<file path="src/rtl/ex_wb_forward.sv">
// M/W pipeline tail: carries EX results through memory and writeback, drives the
// register-file and condition-bit write ports, and resolves operand forwarding and load-use hazards.
module ex_wb_forward #(
  parameter int DW = 8,
  parameter int AW = 3
) (
  input  logic          clk_i,
  input  logic          rstn_i,
  input  logic          ex_regwrite_i,
  input  logic          ex_write_data_control_i,
  input  logic          ex_CBwrite_i,
  input  logic          ex_memread_i,
  input  logic          ex_memwrite_i,
  input  logic [AW-1:0] ex_write_addr_i,
  input  logic [AW-1:0] ex_rs_addr_i,
  input  logic [AW-1:0] ex_rt_addr_i,
  input  logic [DW-1:0] ex_alu_result_i,
  input  logic          ex_cb_i,
  input  logic [DW-1:0] mem_rdata_i,
  input  logic          stall_i,
  input  logic          flush_i,
  output logic          rf_we_o,
  output logic [AW-1:0] rf_waddr_o,
  output logic [DW-1:0] rf_wdata_o,
  output logic          cb_we_o,
  output logic          cb_o,
  output logic [1:0]    fwd_rs_sel_o,
  output logic [1:0]    fwd_rt_sel_o,
  output logic [DW-1:0] fwd_m_data_o,
  output logic [DW-1:0] fwd_w_data_o,
  output logic          load_use_o
);

  typedef struct packed {
    logic          valid;
    logic          regwrite;
    logic          wdc;
    logic          cbwrite;
    logic          memread;
    logic          memwrite;
    logic [AW-1:0] write_addr;
    logic [DW-1:0] data;
    logic          cb;
  } stage_t;

  stage_t m_r, w_r;
  stage_t m_next_s, w_next_s;
  logic   unused_s;

  // M beats W; a load still in M has no data yet, so it never forwards from M.
  function automatic logic [1:0] fwd_sel(input logic [AW-1:0] src, input stage_t m, input stage_t w);
    if (m.valid && m.regwrite && !m.wdc && (m.write_addr == src)) begin
      return 2'b01;
    end else if (w.valid && w.regwrite && (w.write_addr == src)) begin
      return 2'b10;
    end else begin
      return 2'b00;
    end
  endfunction

  // Next-state contents of M (from EX) and W (from M, load data merged in).
  always_comb begin
    m_next_s            = '0;
    m_next_s.valid      = ~flush_i;
    m_next_s.regwrite   = ex_regwrite_i;
    m_next_s.wdc        = ex_write_data_control_i;
    m_next_s.cbwrite    = ex_CBwrite_i;
    m_next_s.memread    = ex_memread_i;
    m_next_s.memwrite   = ex_memwrite_i;
    m_next_s.write_addr = ex_write_addr_i;
    m_next_s.data       = ex_alu_result_i;
    m_next_s.cb         = ex_cb_i;
    w_next_s            = m_r;
    if (m_r.wdc) begin
      w_next_s.data = mem_rdata_i;
    end else begin
      w_next_s.data = m_r.data;
    end
  end

  // Stage registers: reset clears everything, stall holds both stages.
  always_ff @(posedge clk_i) begin
    if (!rstn_i) begin
      m_r <= '0;
      w_r <= '0;
    end else if (!stall_i) begin
      m_r <= m_next_s;
      w_r <= w_next_s;
    end else begin
      m_r <= m_r;
      w_r <= w_r;
    end
  end

  assign rf_we_o      = w_r.valid & w_r.regwrite & ~stall_i;
  assign rf_waddr_o   = w_r.write_addr;
  assign rf_wdata_o   = w_r.data;
  assign cb_we_o      = w_r.valid & w_r.cbwrite & ~stall_i;
  assign cb_o         = w_r.cb;
  assign fwd_rs_sel_o = fwd_sel(ex_rs_addr_i, m_r, w_r);
  assign fwd_rt_sel_o = fwd_sel(ex_rt_addr_i, m_r, w_r);
  assign fwd_m_data_o = m_r.data;
  assign fwd_w_data_o = w_r.data;
  assign load_use_o   = m_r.valid & m_r.memread & m_r.regwrite &
                        ((m_r.write_addr == ex_rs_addr_i) | (m_r.write_addr == ex_rt_addr_i));

  // Store flag and W-side memory controls are carried but intentionally unused.
  assign unused_s = m_r.memwrite ^ w_r.memwrite ^ w_r.memread ^ w_r.wdc;

endmodule
</file>
<file path="config.mk">
export PLATFORM = sky130hd
export DESIGN_NAME = ex_wb_forward
export DESIGN_NICKNAME = d
export VERILOG_FILES = /design/src/rtl/ex_wb_forward.sv
export SDC_FILE = /design/constraint.sdc
export NUM_CORES = 1
export LEC_CHECK = 0
export ABC_AREA = 1
export BUFFER_PORTS_ARGS = -buffer_cell sky130_fd_sc_hd__buf_2
export CAP_MARGIN = 20
export CORE_MARGIN = 2
export CORE_UTILIZATION = 45
export DETAILED_ROUTE_END_ITERATION = 10
export PLACE_DENSITY = 0.76
export SYNTH_ARGS = -nofsm -noshare
export SYNTH_HDL_FRONTEND = slang
export SYNTH_SLANG_ARGS = --single-unit
</file>
<file path="constraint.sdc">
create_clock -name clk_i -period 2.2 [get_ports clk_i]
set_input_delay 0.11 -clock clk_i [delete_from_list [all_inputs] [get_ports clk_i]]
set_output_delay 0.11 -clock clk_i [all_outputs]
set_load 0.03 [all_outputs]
</file>
## Word-level counts from Yosys, hierarchy flattened

Cells that the tools add are included.

| word-level totals | value |
|---|---|
| bits in registers | 32 |
| latch bits | 0 |
| bits in writable memories | 0 |
| memory bits (read-only) | 0 |
| input bits | 35 |
| memories | 0 |

| cells by class | value |
|---|---|
| add/sub/neg operators | 0 |
| $mul | 0 |
| div/mod/pow operators | 0 |
| magnitude comparators | 0 |
| eq/ne operators | 4 |
| shifts and indexed selects | 0 |
| multiplexer cells | 5 |
| bitwise operators | 10 |
| reductions and logical operators | 8 |

Operators with widths:

| kind | number |
|---|---|
| 3-bit == test | 4 |
| 2-bit 2-to-1 mux | 4 |
| 8-bit 2-to-1 mux | 1 |
| 1-bit bitwise AND | 7 |
| 1-bit logical AND | 7 |
| 1-bit inverter | 2 |
| 1-bit zero test | 1 |
| 1-bit bitwise OR | 1 |

## Logic depth before layout (Yosys ltp)

Gate-level depths: netlist of run 1.

| logic depth | value |
|---|---|
| depth in word-level cells | 4 |
| depth in mapped cells | 7 |
| depth with buffers taken out | 6 |

## Worst setup path after synthesis of run 1

Ideal clock, no wire load.

| timing | value |
|---|---|
| kind | flip-flop to output port |
| from | register m_r[9] (netlist bit) |
| to | output port load_use_o |
| arrival | 1.107 ns |
| data required time | 2.090 ns |
| setup slack | 0.983 ns |
| stages on the path, launching flop included | 4 |
| path buffers | 0 |
| cell sequence | dfxtp_1 -> xnor2_1 -> nand3_1 -> a21oi_1 |

| between the ends | value |
|---|---|
| word-level cells in the longest chain between the ends | 3 |
| elaborated cells between the ends (all ways) | 4 |
| classes of those cells | eq/ne: 2; bitwise: 2 |

Ends and longest elaborated chain:

| what | line | RTL |
|---|---|---|
| start: declaration | 46 | `stage_t m_r, w_r;` |
| start signal: assignment | 87 | `m_r <= m_next_s;` |
| start signal: assignment | 90 | `m_r <= m_r;` |
| 3-bit == test | 105 | `((m_r.write_addr == ex_rs_addr_i) \| (m_r.write_addr == ex_rt_addr_i));` |
| 1-bit bitwise OR * | 105 |  |
| 1-bit bitwise AND * | 104 | `assign load_use_o = m_r.valid & m_r.memread & m_r.regwrite &` |
| end: declaration | 31 | `output logic load_use_o` |

Every way passes the cells marked *; elsewhere a longest branch is shown, timed or not.

## Worst setup path after layout of run 1

| timing | value |
|---|---|
| from | register m_r[11] (netlist bit) |
| to | output port load_use_o |

The elaborated chain is that of the path after synthesis.

==> qor.csv, run 1 <==
metric,value,unit
design.die.area,4270,µm²
clock_latency,0.28,ns
path_clk_slew,0.07,ns
drc,0,
hp-class,primary input to register,
syn_area,1690,µm²
synthDominantCellAreaShare,37.9,%
postCtsSetupBuffers,0,
die_w,65.3,µm
ys_dominant_reg_cell,dfxtp_1,
yosysTopAreaCell,dfxtp_1,
pin_count,70,
numPortBuffers,68,
cts_buffers,5,
cellPowerDensity,763,nW/µm²
clockRootBuffer,clkbuf_8,
power,1.48,mW
slew_headroom,67.7,%
crit_path_start_kind,register,
netlist_instances,241,
ir_drop,0.000447,V
async_flop_share,0,%
synth_edf_count,0,
min_period_over_period,65.3,%
rsz0062_at_grt,no,
die_h,65.3,µm
cp.required,2.09,ns
critical_path_class,register to output port,
cp.arrival,1.33,ns
run_status,completed,
seq_area_frac_synth,37.9,%
cts_max_path_buffers,2,
cap_violations,0,
diodes,0,
ys_seq_elements,32,
crit_path_max_fanout,4,
grt_pass1_wl,5780,µm
worst_pin_slew,0.484,ns
fin_setup_tns,0,ns
critPathCaptureType,output port,
cts_tree,built,
gp_congestion,0.769,
synthTopCellsByCount,"nor2_1 (38), o21ai_0 (34), dfxtp_1 (32), nand2_1 (31), inv_1 (29)",
grt_usage,17.5,%
yosysUniqueCellTypes,16,
yosysMostFrequentCell,nor2_1,
grt_pass1_vias,1371,
num_vias,1516,
grt_overflow,0,
dr.pass1.iters,4,
wl_per_cell,10.4,µm
yosysWarnings,0,
syn_nets,276,
drtIter0Drc,110,
hpwlAfterDp,2490,µm
rows,22,
nNetsFinal,316,
antenna_found_initial,0,
setup_viol,0,
layout-area-overhead-vs-synth,14.9,%
via_per_inst,4.59,
synth_area_leaders,"dfxtp_1 (38%), buf_4 (12%), o21ai_0 (10%)",
fin_util,53.5,%
fin_crit,1.44,ns
drive_gt1_share,29.8,%
core_area,3630,µm²
grt_max_degree,30,
hold_viol,0,
ant_nets,0,
totalWireLength,3420,µm
h-tree-depth,2,
cts.sinks,32,
drv_slew,0,
leakagePower,1.05,nW
avgSynthCellArea,7.02,µm²
initial_core_util,46.6,%
fmax,696,MHz
skew,0.00209,ns
[cell families (layout without fill, tap and decap cells)]
logic type | after synthesis | after routing | share of synthesized area, %
DFF | 32 | 32 | 37.9
and+or+nand+nor | 81 | 81 | 19.4
buffers and inverters | 68 | 109 | 23.7
AOI/OAI and AO/OA | 54 | 54 | 16.0
xor gates and xnor gates | 6 | 6 | 3.11
[critical path: stages, from the launching register on]
cell	delay, ns
dfxtp_1	0.33
inv_1	0.12
nand2_1	0.07
nand2_1	0.08
nand3_1	0.08
a21oi_1	0.16
buf_2	0.21
[layout by cell type, fill, tap and decap left out, types with 6 or more instances in the layout]
| cell type | instances |
|---|---|
| nand2_1 | 31 |
| nor2_1 | 38 |
| a21oi_1 | 14 |
| o21ai_0 | 34 |
| buf_2 | 68 |
| xnor2_1 | 6 |
| inv_1 | 29 |
| o21ai_1 | 6 |
| dfxtp_1 | 32 |
[state kept, by name, summed over array words and instances (netlist names)]
name / cells
fwd_m_data_o: 8
fwd_w_data_o: 8
w_r: 3
rf_waddr_o: 3
cb_o: 1
m_r: 9
[what timing repair did]
action / CTS / global route
setup endpoints to repair: 0 / 0
hold buffers: 1 / 0
gates resized for setup: 0 / 0
hold endpoints to repair: 1 / 0
[layer usage]
| metal | vias to the layer above | part of all wire (%) | track usage [%] |
|---|---|---|---|
| li1 | 801 | - | - |
| met1 | 668 | 47 | 20.6 |
| met2 | 43 | 47 | 30.5 |
| met3 | 4 | 5.4 | 4.79 |
| met4 | 0 | 1.2 | 6.25 |
| met5 | - | 0 | 0 |
[report_power, final]
part	total, mW	switching [mW]	internal, mW	leakage [nW]
clock	0.557	0.222	0.335	0.0541
sequential	0.650	0.0292	0.621	0.266
combinational	0.275	0.180	0.0950	0.729
total	1.48	0.432	1.05	1.05
[cell type report]
type | count | area [µm²]
inverter | 30 | 115
multi-input combinational | 141 | 651
tap | 48 | 60.1
timing repair buffer | 71 | 365
clock inverter | 3 | 42.5
clock buffer | 5 | 68.8
fill | 392 | 1690
sequential | 32 | 641
[through the flow]
stage	cells	cell area (µm²)	worst slack (ns)	hold WS, ns
2_1_floorplan	241	1690	0.983	0.203
3_3_place_gp	321	1820	1.03	0.294
3_5_place_dp	321	1820	1.02	0.296
4_1_cts	330	1940	0.760	0.0506
5_1_grt	330	1940	0.664	0.0864
6_report	330	1940	0.764	0.0565
[path summary, 6_finish.rpt]
kind | start | slack, ns | cells after the start | end
worst max-delay path | m_r[11]$_SDFFE_PN0N_ | 0.76 | 6 | load_use_o
worst min-delay path | ex_memread_i | 0.06 | 3 | m_r[13]$_SDFFE_PN0N_
worst max register to register | m_r[15]$_SDFFE_PN0N_ | 1.10 | 4 | fwd_w_data_o[3]$_SDFFE_PN0N_
worst min register to register | fwd_m_data_o[7]$_SDFFE_PN0N_ | 0.47 | 2 | fwd_m_data_o[7]$_SDFFE_PN0N_
(Power assumes the default switching activity.)
==> inputs of run 2 (changes only) <==
ABC_AREA = 0   (was 1)
CORE_UTILIZATION = 43   (was 45)
clock period = 1.2 ns   (was 2.2 ns; I/O delays follow)
==> run 2 against run 1 <==
Against the previous run:
- critical path type unchanged
- flip-flop and latch count unchanged
- critical endpoint unchanged
- highest routed layer unchanged
- the flow now finishes with violations (negative setup slack)
- via count is 18% lower
- critical path depth decreased by 2
==> qor.csv, run 2 <==
metric,value,unit,change
power,2.51,mW,+69%
die_h,66.7,µm,+2.2%
grt_overflow,0,,unchanged
cts.sinks,32,,unchanged
netlist_instances,175,,-27%
dr.pass1.iters,4,,unchanged
rows,22,,unchanged
grt_pass1_vias,1241,,-9.5%
final_cell_mix,"buf_2 (63), mux2i_1 (31), dfxtp_1 (25), nor2b_1 (23), nand2_1 (11)",,
antenna_found_initial,0,,unchanged
layout_commonest_cell,buf_2,,
core_area,3720,µm²,+2.3%
drive_gt1_share,48.2,%,+18 points
yosysTopAreaCell,dfxtp_1,,
grt_max_degree,44,,+47%
highest_layer,met4,,
crit_path_start_kind,register,,
synth_edf_count,0,,unchanged
clockRootBuffer,clkbuf_8,,
crit_path_max_fanout,3,,-1
whs_path_depth,3,,unchanged
cts_buffers,5,,unchanged
min_period_over_period,122,%,
drtIter0Drc,24,,-78%
slew_headroom,73.1,%,+5.3 points
path_clk_slew,0.07,ns,about the same
die_w,66.7,µm,+2.2%
design.die.area,4450,µm²,+4.4%
num_vias,1236,,-18%
worst_pin_slew,0.404,ns,-0.0801 ns
hp-class,primary input to register,,
slowest_delay,0.37,ns,+0.04 ns
setup_viol,5,,+5
yosysMostFrequentCell,dfxtp_1,,
diodes,0,,unchanged
async_flop_share,0,%,unchanged
cellPowerDensity,1130,nW/µm²,+48%
met1_length,1410,µm,-11%
synthDominantCellAreaShare,37.9,%,unchanged
initial_core_util,45.5,%,-1.0 points
multi_input_area,963,µm²,+48%
yosysWarnings,0,,unchanged
fin_util,59.8,%,+6.3 points
layout-area-overhead-vs-synth,31.3,%,
critical_path_class,register to output port,,
setup_ws,-0.266,ns,-1.03 ns
cts_tree,built,,
avgSynthCellArea,9.67,µm²,+38%
hold_buffers,0,,-1
wl_met3,184,µm,unchanged
ys_dominant_reg_cell,dfxtp_1,,
violations,negative setup slack,,
seq_area_frac_synth,37.9,%,unchanged
ir_drop,0.000980,V,+120%
cp.required,1.14,ns,-0.95 ns
ff2ff_path_depth,5,,+1
rsz0062_at_grt,yes,,
pin_count,70,,unchanged
cap_violations,0,,unchanged
drc,0,,unchanged
numPortBuffers,68,,unchanged
seqCellArea,659,µm²,+2.9%
syn_nets,210,,-24%
run_status,"complete, but fails checks",,
path_cells,xor2_4 > nor3_2 > o2111a_1 > buf_6,,
skew,0.00517,ns,+0.00308 ns
synthTopCellsByCount,"dfxtp_1 (32), mux2i_1 (31), buf_4 (29), nor2b_1 (23), nand2_1 (13)",,
gp_congestion,0.751,,-2.4%
wl_per_cell,13.1,µm,+26%
grt_pass1_wl,5620,µm,-2.8%
drv_slew,0,,unchanged
wl_met2,1890,µm,+18%
cts_max_path_buffers,2,,unchanged
via_per_inst,4.58,,-0.35%
grt_usage,17.1,%,-0.39 points
totalWireLength,3530,µm,+3.1%
cp.arrival,1.41,ns,+0.08 ns
fill_cells,335,,-15%
fmax,682,MHz,
hold_viol,0,,unchanged
critPathCaptureType,output port,,
synth_area_leaders,"dfxtp_1 (38%), mux2i_1 (18%), buf_4 (13%)",,
syn_area,1690,µm²,unchanged
ys_seq_elements,32,,unchanged
reg2reg_slack,0.09,ns,-1.01 ns
nNetsFinal,256,,-19%
fin_crit,1.47,ns,
clock_latency,0.28,ns,about the same
h-tree-depth,2,,unchanged
regMostFlops,m_r,,
hpwlAfterDp,2310,µm,-7.3%
largest_reg_flops,9,,unchanged
yosysUniqueCellTypes,18,,+2
slowest_stage,dfxtp_4,,
ant_nets,0,,unchanged
leakagePower,1.05,nW,+0.16%
-- run 2: cell count changes after synthesis, moves of 6 or more --
cell     before  now
mux2i_1       0   31
o21ai_0      34    9
nor2b_1       0   23
nor2_1       38    2
a21oi_1      14    0
xor2_1        0    8
nand2_1      31   13
o21ai_1       6    0
and2_1        0    9
inv_1        29    0
-- run 2: worst paths after layout --
| check | to | start |
|---|---|---|
| hold / removal | fwd_m_data_o[2]$_SDFFE_PN0N_ | ex_alu_result_i[2] |
| hold reg to reg | cb_o$_SDFFE_PN0N_ | cb_o$_SDFFE_PN0N_ |
| setup / recovery | load_use_o | m_r[11]$_SDFFE_PN0N_ |
| setup reg to reg | fwd_w_data_o[0]$_SDFFE_PN0N_ | m_r[15]$_SDFFE_PN0N_ |
-- run 2: kinds of logic (layout without fill, tap and decap cells) --
logic type	after synthesis	after routing	share of synthesized area (%)
buf+inv	36	83	15.1
mux	31	31	18.3
xor+xnor	12	12	6.21
simple gates	54	54	19.2
compound gates	10	10	3.33
flops	32	32	37.9
-- run 2: cell type report --
| cell class | instances | share of cell area (%) |
|---|---|---|
| flip-flops and latches | 32 | 29.7 |
| repair buffers | 75 | 20.1 |
| clock buffers | 6 | 3.72 |
| multi-input cells | 107 | 43.4 |
| well taps | 48 | 2.70 |
| clock inverters | 2 | 0.451 |
-- run 2: per-layer routing --
layer	global-route usage (%)	up-vias
li1	-	636
met1	18.4	560
met2	30.6	33
met3	5.74	7
met4	6.89	0
met5	0	-
-- run 2: timing repair --
item | 4_1_cts | 5_1_grt
gates resized for setup | 17 | 13
endpoints found under the setup margin | 6 | 5
cloned | 0 | 0
buffers inserted | 1 | 1
pin swaps | 7 | 7
-- run 2: report_power, final --
group	internal (mW)	switching (mW)	total (mW)	leakage, nW
logic	0.219	0.273	0.492	0.733
registers	1.12	0.0523	1.17	0.266
clock network	0.457	0.390	0.846	0.0510
-- run 2: metrics by stage --
stage | setup TNS, ns | setup WS [ns] | std cells | hold WS, ns | area, µm²
final | -1.26 | -0.266 | 270 | 0.0289 | 2220
after global routing | -1.50 | -0.320 | 270 | 0.0376 | 2220
after CTS | -1.33 | -0.275 | 269 | 0.0229 | 2160
after detailed placement | -0.0480 | -0.0274 | 260 | 0.319 | 1980
after global placement | -0.0158 | -0.0158 | 260 | 0.316 | 1980
after floorplan | -0.137 | -0.0683 | 175 | 0.188 | 1770
-- run 2: worst max-delay path, delay by kind of cell, from the launching register on --
kind	cells	cell delay, ns
flops	1	0.37
xor+xnor	1	0.16
buf+inv	1	0.14
compound gates	1	0.25
simple gates	1	0.19
==> inputs of run 3 (changes only) <==
CELL_PAD_IN_SITES_DETAIL_PLACEMENT = 0   (was not set)
CELL_PAD_IN_SITES_GLOBAL_PLACEMENT = 1   (was not set)
CORE_UTILIZATION = 31   (was 43)
PLACE_DENSITY = not set   (was 0.76)
PLACE_DENSITY_LB_ADDON = 0.1   (was not set)
==> run 3 against run 2 <==
Against the previous run:
- largest power group unchanged
- via count rose by 1.1%
- setup slack worse by 0.0027 ns
- the flow still finishes with violations (negative setup slack)
- flip-flop and latch count unchanged
- clock-buffer cell count is 2 higher
- utilization shrank 17 points
- first-iteration DRC count is 4.2% lower
- critical endpoint is now fwd_rt_sel_o[0]
- critical path type unchanged
- clock skew shrank 0.0030 ns
- combinational power fell by 3%
==> qor.csv, run 3 (same netlist as run 2, synthesis figures left out) <==
metric,value,unit,change
run_status,"complete, but fails checks",,
violations,negative setup slack,,
pin_count,70,,unchanged
p_switching,0.693,mW,-3.0%
regMostFlops,m_r,,
h-tree-depth,2,,unchanged
final_cell_mix,"buf_2 (62), mux2i_1 (31), dfxtp_1 (25), nor2b_1 (23), nand2_1 (12)",,
cts_max_path_buffers,2,,unchanged
ir_drop,0.000538,V,-45%
totalWireLength,3500,µm,-0.79%
critPathCaptureType,output port,,
hold_viol,0,,unchanged
worst_pin_slew,0.430,ns,+0.0255 ns
antenna_found_initial,0,,unchanged
r2r-start,m_r[15]$_SDFFE_PN0N_,,
cp.arrival,1.41,ns,about the same
design.die.area,6060,µm²,+36%
clock_latency,0.28,ns,about the same
reg2reg_to,fwd_w_data_o[5]$_SDFFE_PN0N_,,
slew_headroom,71.4,%,-1.7 points
p_clk_share,33.9,%,about the same
grt_usage,12.6,%,-4.6 points
drv_slew,0,,unchanged
nNetsFinal,257,,+0.39%
via_per_inst,4.26,,-6.9%
gp_congestion,0.754,,+0.37%
crit_start,m_r[11]$_SDFFE_PN0N_,,
critical_path_class,register to output port,,
slowest_stage,nor4_4,,
fin_area,2220,µm²,about the same
rsz0062_at_grt,yes,,
switching_share,27.8,%,-0.69 points
clockRootBuffer,clkbuf_8,,
numPortBuffers,68,,unchanged
cts_tree,built,,
drtIter0Drc,23,,-4.2%
path_cells,xor2_2 > nor4_4 > buf_4,,
ant_nets,0,,unchanged
dp_slack,-0.0491,ns,-0.0218 ns
largest_reg_flops,9,,unchanged
path_clk_slew,0.06,ns,about the same
grt_max_degree,44,,unchanged
skew,0.00222,ns,-0.00295 ns
initial_core_util,32.7,%,-13 points
num_vias,1249,,+1.1%
core_area,5170,µm²,+39%
reg2reg_slack,0.11,ns,+0.02 ns
cts.sinks,32,,unchanged
die_w,77.9,µm,+17%
setup_ws,-0.269,ns,-0.00274 ns
dr.pass1.iters,4,,unchanged
holdPathEnd,fwd_m_data_o[5]$_SDFFE_PN0N_,,
internal-power,1.80,mW,+0.35%
fin_crit,1.47,ns,+0.00274 ns
comb_power_share,19.3,%,-0.3 points
drc,0,,unchanged
crit_path_start_kind,register,,
diodes,0,,unchanged
seqPwrFrac,46.8,%,+0.2 points
hp-class,primary input to register,,
whs_path_depth,3,,unchanged
leakagePower,1.05,nW,+0.25%
cap_violations,0,,unchanged
fill_cells,519,,+55%
final_cells,293,,+8.5%
setup_viol,5,,unchanged
crit_path_max_fanout,3,,unchanged
dp_cells,282,,+8.5%
grt_pass1_wl,5890,µm,+4.8%
slowest_delay,0.37,ns,about the same
wl_per_cell,11.9,µm,-8.6%
drive_gt1_share,46.6,%,-1.6 points
cp.required,1.14,ns,about the same
die_h,77.9,µm,+17%
hpwlAfterDp,2510,µm,+9.0%
cellPowerDensity,1120,nW/µm²,-0.55%
ff2ff_path_depth,5,,unchanged
min_period_over_period,122,%,+0.23 points
rows,26,,+18%
layout-area-overhead-vs-synth,31.2,%,about the same
placed_area,2010,µm²,+1.4%
grt_overflow,0,,unchanged
holdCritStartpoint,ex_alu_result_i[5],,
layout_commonest_cell,buf_2,,
cts_buffers,5,,unchanged
grt_pass1_vias,1263,,+1.8%
fmax,681,MHz,-0.19%
run 3: cell count changes in the layout (fill, tap and decap cells not counted), sizes merged:
cell    before  now
clkinv       2    0
clkbuf       6    8
buf         75   76
run 3: how the worst max path moves through the flow:
stage / to / cells past startpoint
floorplan: fwd_rs_sel_o[1] / 3
global placement: load_use_o / 4
detailed placement: load_use_o / 4
CTS: fwd_rt_sel_o[0] / 3
global route: fwd_rs_sel_o[0] / 3
finish: fwd_rt_sel_o[0] / 3
run 3: through the flow:
stage	hold WS, ns	power (mW)	util (%)	setup TNS (ns)
2_1_floorplan	0.188	1.55	-	-0.137
3_3_place_gp	0.312	1.64	38.8	-0.00541
3_5_place_dp	0.319	1.65	38.8	-0.0598
4_1_cts	0.0195	2.54	42.5	-1.38
5_1_grt	0.0182	2.64	42.9	-1.62
6_report	0.0294	2.49	42.9	-1.27
run 3: critical path, delay by kind of cell, from the launching register on:
| family | cells | cell delay (ns) |
|---|---|---|
| buffers and inverters | 1 | 0.23 |
| DFF | 1 | 0.36 |
| xor gates and xnor gates | 1 | 0.17 |
| and+or+nand+nor | 1 | 0.37 |
run 3: area by class of cell:
class | instances | area, µm² | area share [%]
clock buffers | 8 | 90.1 | 4.06
multi-input cells | 107 | 931 | 41.9
flip-flops and latches | 32 | 654 | 29.5
well taps | 70 | 87.6 | 3.95
repair buffers | 76 | 457 | 20.6
run 3: what timing repair did:
| item | CTS | global route |
|---|---|---|
| endpoints found under the setup margin | 6 | 6 |
| hold buffers | 0 | 0 |
| pin swaps | 1 | 1 |
| gates cloned | 0 | 0 |
| buffers inserted | 2 | 1 |
| resized for setup | 18 | 6 |
run 3: per-layer routing:
metal / track usage, % / wire length (µm)
met5: 0 / 0
met4: 5.36 / 61
met3: 4.53 / 217
met2: 22.2 / 1780
met1: 13.4 / 1440
run 3: power by group through the flow:
stage	Clock [mW]	Sequential (mW)	Combinational [mW]
global route	0.939	1.17	0.527
floorplan	0	1.18	0.369
CTS	0.893	1.17	0.479
finish	0.845	1.17	0.479
detailed placement	0	1.19	0.458
global placement	0	1.18	0.453
